==> src/rtl/program_loader.sv <==
// rtl/program_loader.sv - filters BeeF command bytes into instruction memory, appends a halt
// terminator and holds the core in reset until a balanced program fits.
module program_loader #(
    parameter int ADDR_W  = 10,
    parameter int DEPTH_W = 8
) (
    input  logic              clk,
    input  logic              reset,
    input  logic              in_valid,
    input  logic [7:0]        in_data,
    input  logic              in_last,
    output logic              in_ready,
    output logic              imem_we,
    output logic [ADDR_W-1:0] imem_addr,
    output logic [7:0]        imem_data,
    output logic [ADDR_W:0]   prog_len,
    output logic              core_reset,
    output logic              load_done,
    output logic              load_error,
    output logic [1:0]        error_code
);

    localparam logic [ADDR_W-1:0]  COUNT_MAX = '1;
    localparam logic [DEPTH_W-1:0] DEPTH_MAX = '1;

    localparam logic [1:0] ERR_CLOSE    = 2'd1;
    localparam logic [1:0] ERR_OPEN     = 2'd2;
    localparam logic [1:0] ERR_OVERFLOW = 2'd3;

    typedef enum logic [1:0] {LOAD, TERM, DONE, ERROR} state_t;

    state_t             state, state_next;
    logic [ADDR_W-1:0]  count, count_next;
    logic [DEPTH_W-1:0] depth, depth_next;
    logic               we_next;
    logic [ADDR_W-1:0]  addr_next;
    logic [7:0]         data_next;
    logic [1:0]         code_next;
    logic               is_cmd;
    logic               accept;

    assign in_ready = (state == LOAD) && !reset;
    assign accept   = in_valid && in_ready;

    always_comb begin
        is_cmd = 1'b0;
        case (in_data)
            8'h2B, 8'h2D, 8'h3C, 8'h3E, 8'h5B, 8'h5D, 8'h2E, 8'h2C: is_cmd = 1'b1;
            default: is_cmd = 1'b0;
        endcase
    end

    always_comb begin
        state_next = state;
        count_next = count;
        depth_next = depth;
        we_next    = 1'b0;
        addr_next  = count;
        data_next  = in_data;
        code_next  = error_code;

        case (state)
            LOAD: begin
                if (accept) begin
                    // A byte that fails its own checks is never written and masks in_last.
                    if (is_cmd && count == COUNT_MAX) begin
                        state_next = ERROR;
                        code_next  = ERR_OVERFLOW;
                    end else if (in_data == 8'h5B && depth == DEPTH_MAX) begin
                        state_next = ERROR;
                        code_next  = ERR_OVERFLOW;
                    end else if (in_data == 8'h5D && depth == '0) begin
                        state_next = ERROR;
                        code_next  = ERR_CLOSE;
                    end else begin
                        if (is_cmd) begin
                            we_next    = 1'b1;
                            count_next = count + 1'b1;
                            if (in_data == 8'h5B) depth_next = depth + 1'b1;
                            if (in_data == 8'h5D) depth_next = depth - 1'b1;
                        end
                        if (in_last) begin
                            if (depth_next != '0) begin
                                state_next = ERROR;
                                code_next  = ERR_OPEN;
                            end else begin
                                state_next = TERM;
                            end
                        end
                    end
                end
            end
            TERM: begin
                we_next    = 1'b1;
                data_next  = 8'h00;
                state_next = DONE;
            end
            DONE:    state_next = DONE;
            ERROR:   state_next = ERROR;
            default: state_next = LOAD;
        endcase
    end

    always_ff @(posedge clk) begin
        if (reset) begin
            state      <= LOAD;
            count      <= '0;
            depth      <= '0;
            imem_we    <= 1'b0;
            imem_addr  <= '0;
            imem_data  <= 8'h00;
            prog_len   <= '0;
            core_reset <= 1'b1;
            load_done  <= 1'b0;
            load_error <= 1'b0;
            error_code <= 2'd0;
        end else begin
            state   <= state_next;
            count   <= count_next;
            depth   <= depth_next;
            imem_we <= we_next;
            if (we_next) begin
                imem_addr <= addr_next;
                imem_data <= data_next;
            end
            prog_len   <= {1'b0, count_next};
            // Release lags DONE by one cycle so the terminator write lands first.
            core_reset <= (state != DONE);
            load_done  <= (state == DONE);
            load_error <= (state_next == ERROR);
            error_code <= code_next;
        end
    end

endmodule

==> config.mk <==
export PLATFORM = sky130hd
export DESIGN_NAME = program_loader
export DESIGN_NICKNAME = d
export VERILOG_FILES = /design/src/rtl/program_loader.sv
export SDC_FILE = /design/constraint.sdc
export NUM_CORES = 1
export LEC_CHECK = 0
export ABC_AREA = 1
export CORE_UTILIZATION = 51
export CTS_CLUSTER_SIZE = 16
export DETAILED_ROUTE_END_ITERATION = 8
export HOLD_SLACK_MARGIN = 0.08
export PLACE_DENSITY = 0.79
export SYNTH_ARGS = -nofsm -noshare
export SYNTH_HDL_FRONTEND = slang
export SYNTH_SLANG_ARGS = --single-unit
==> constraint.sdc <==
create_clock -name clk -period 2 [get_ports clk]
set_input_delay 0.4 -clock clk [delete_from_list [all_inputs] [get_ports clk]]
set_output_delay 0.4 -clock clk [all_outputs]
set_load 0.02 [all_outputs]
==> results.py <==
metrics = {
    "cells_and_area": {
        "nets": 448,
        "n_antenna_cell": 0,
        "stdcell_count": 485,
        "final_cell_area_um2": 3328,
        "seq_area_um2": 892.1,
        "area_growth_pct": 37.54,
        "multi_input_area_um2": 1414,
        "drive_above_1_share_pct": 23.56,
        "nFillCells": 354,
    },
    "drt": {
        "firstDrtPassIters": 6,
        "via_per_inst": 5.120,
        "drc": 6,
        "post_drt_wl_per_cell_um": 11.89,
        "num_vias": 2483,
        "postRouteAntennaNets": 0,
        "drtIter0Drc": 162,
        "wl_mm": 5.767,
    },
    "status": {
        "failed_checks": "DRC",
        "status": "finished with violations",
    },
    "synth": {
        "netlist.area_leader.share_pct": 36.40,
        "synthDistinctLibCells": 37,
        "synthCells": 355,
        "synth_area_leaders": "dfxtp_1, nand2_1, nor2_1",
        "seq_area_frac_synth_pct": 36.40,
        "synth_compound_area_share_pct": 11.22,
        "async_flop_share_pct": 0,
        "synth_xor_area_share_pct": 2.120,
        "avgSynthCellArea_um2": 6.816,
        "synth.mux.area_fraction_pct": 0,
        "synth-adder-area-share_pct": 1.551,
        "ys_warn_count": 0,
        "yosys.area.top_type": "dfxtp_1",
        "synthSimpleGateAreaFrac_pct": 40.23,
        "synth_seq_cells": 44,
        "synthFlopType": "dfxtp_1",
        "synthesis.nets": 370,
        "synth_top_family_by_area": "simple AND/OR/NAND/NOR gates",
        "synth-edff-count": 0,
        "synth_area_um2": 2420,
    },
    "place": {
        "placedCellCount": 476,
        "dp_hpwl_mm": 4.357,
        "placed_area_um2": 3153,
        "gp_congestion": 0.8970,
        "portBuffers": 46,
    },
    "timing": {
        "skew_ns": 0.01041,
        "maxClockFrequency_mhz": 541.6,
        "holdWs_ns": 0.4430,
        "rsz0062_at_grt": "no",
        "maxSlewViolCount": 0,
        "setup_viol": 0,
        "hold_violations": 0,
        "fin_crit_ns": 1.847,
        "fin_crit_sh_pct": 92.33,
    },
    "grt": {
        "grt_pass1_vias": 2304,
        "grt_max_degree": 30,
        "gr-total-overflow": 0,
        "grt_use_total_pct": 24.03,
        "grt_pass1_wl_mm": 9.749,
        "antenna_found_initial": 0,
    },
    "floorplan": {
        "dieWidth_um": 70.88,
        "die_h_um": 70.88,
        "ios": 48,
        "start_util_pct": 54.45,
        "coreArea_um2": 4444,
        "std_cell_rows": 24,
        "dieArea_um2": 5024,
    },
    "power": {
        "swShare_pct": 26.34,
        "power.switching_uw": 441.1,
        "p_int_mw": 1.234,
        "power_frac_comb_pct": 14.4,
        "p_clk_share_pct": 31.7,
        "p_leak_nw": 1.431,
        "pwr-share-seq_pct": 53.9,
        "ir_drop_uv": 342.7,
        "p_per_area_nw_per_um2": 503.2,
    },
    "worst_setup_path": {
        "worstSetupPathType": "flip-flop to flip-flop",
        "critPathMaxFanout": 4,
        "path_buf_inv": 3,
        "path_common_cell": "nand2_1",
        "slowest_delay_ns": 0.39,
        "worstPathArrival_ns": 2.08,
        "cp_slowest_cell": "dfxtp_4",
        "required_ns": 2.24,
        "crit_family": "simple AND/OR/NAND/NOR gates",
        "critPathCaptureType": "flip-flop",
        "startpoint_type": "flip-flop",
        "path_cells": "ha_4 > nand3_1 > nor3_1 > nand2_1 > nand2_1 > inv_2 > nand3_4 > nor2_8 > o21ai_4 > buf_12 > buf_4 > o21ai_1 > nor2_1",
    },
    "cts": {
        "numCtsBuffers": 5,
        "clkSlewWorstSetupHoldPaths_ns": 0.08,
        "clockRootBuffer": "clkbuf_8",
        "cts_hold_buf": 0,
        "h-tree-depth": 2,
        "cts_tree": "built",
        "clock_sinks": 44,
        "cts_buffer_depth": 2,
        "clock_latency_ns": 0.30,
    },
    "hold_path": {
        "worstHoldPathType": "flip-flop to flip-flop",
    },
    "job": {
        "max_cap_viol_count": 0,
    },
}
## power by group through the flow
stage,Sequential [mW],Clock (mW),Combinational (mW)
6_report,0.903,0.531,0.240
5_1_grt,0.905,0.581,0.262
4_1_cts,0.903,0.538,0.236
3_5_place_dp,0.924,0,0.236
3_3_place_gp,0.923,0,0.231
2_1_floorplan,0.939,0,0.119
## per-layer routing
layer  routed length (um)  track usage, %  share of wire (%)  vias to the layer above
met5                    0               0                  0                        -
met4                  112           7.778                1.9                        0
met3                  188           4.131                3.3                       10
met2                 2906           44.12                 50                       52
met1                 2559           28.33                 44                     1137
li1                     -               -                  -                     1284
## metrics by stage
| stage | utilization (%) | worst slack, ns | setup TNS, ns | power [mW] |
|---|---|---|---|---|
| 2_1_floorplan | - | 0.08606 | 0 | 1.058 |
| 3_3_place_gp | 70.95 | -0.3449 | -10.87 | 1.155 |
| 3_5_place_dp | 70.95 | -0.4023 | -13.07 | 1.160 |
| 4_1_cts | 73.73 | 0.01922 | 0 | 1.678 |
| 5_1_grt | 74.89 | 0.003457 | 0 | 1.748 |
| 6_report | 74.89 | 0.1534 | 0 | 1.675 |
## path summary, 6_finish.rpt
kind / startpoint / slack (ns) / endpoint / depth (start not counted)
setup / recovery: depth[0] / 0.15 / imem_addr[2] / 13
hold / removal: imem_data[7] / 0.44 / imem_data[7] / 2
setup reg to reg: depth[0] / 0.15 / imem_addr[2] / 13
hold reg to reg: imem_data[7] / 0.44 / imem_data[7] / 2
## registers in the layout, indices dropped and copies added, names as in the netlist
| name | cells |
|---|---|
| load_error | 1 |
| imem_addr | 10 |
| imem_we | 1 |
| imem_data | 8 |
| error_code | 2 |
| addr_next | 10 |
| load_done | 1 |
| depth | 8 |
| core_reset | 1 |
| state | 2 |
## tightest hold or removal path: stages (launching register included)
cell     delay (ns)
dfxtp_1        0.32
nand2_1        0.06
nor2_1         0.03
## timing repair
action / in CTS / in global routing
pin swaps: 8 / 9
gates resized for setup: 20 / 18
setup endpoints to repair: 28 / 29
cloned: 0 / 0
buffers inserted: 2 / 0
## cells by family after synthesis
kind of cell,Yosys count
compound gates,50
xor+xnor,5
fa+ha+maj,3
buf+inv,46
flops,44
other cells,1
simple gates,206
## layout make-up
| cell class | count | share of cell area, % |
|---|---|---|
| clock buffers | 6 | 2.180 |
| clock inverters | 1 | 0.1504 |
| well taps | 52 | 1.955 |
| multi-input cells | 265 | 42.48 |
| inverters | 37 | 4.398 |
| flip-flops and latches | 44 | 26.80 |
| repair buffers | 80 | 22.03 |
## synth_stat cells (2+ instances only)
cell      count
nor2_2       12
buf_6         2
buf_4         2
nand4_1       9
nand3_1      18
inv_2         7
nor2_1       55
nand3_2       3
and3_1        2
dfxtp_1      44
nand2_2       9
xnor2_1       3
a21oi_1      28
nor2_4        3
nand2_1      83
inv_1        29
o21ai_0       7
o21ai_1      11
nand3b_1      2
nor3_1        5
ha_1          3
clkbuf_1      3
## layout by cell type (no fill, tap or decap), types with 2 or more instances in the layout
cell and n:
nand2_1 82, ha_4 2, o21ai_0 7, buf_4 31
dfxtp_4 2, nand2_4 2, clkdlybuf4s50_1 37, nor2_1 50
xnor2_1 3, a21oi_2 2, buf_12 2, nand2_2 8
and3_1 2, nor3_1 5, a21oi_1 27, nand4_1 9
nor2_4 5, dfxtp_1 39, clkbuf_8 5, nand3_2 4
nor2_2 15, dfxtp_2 3, dlygate4sd2_1 9, o21ai_1 11
inv_2 8, nand3b_1 2, nand3_1 17, inv_1 27
Power figures use the tool's default switching activity.
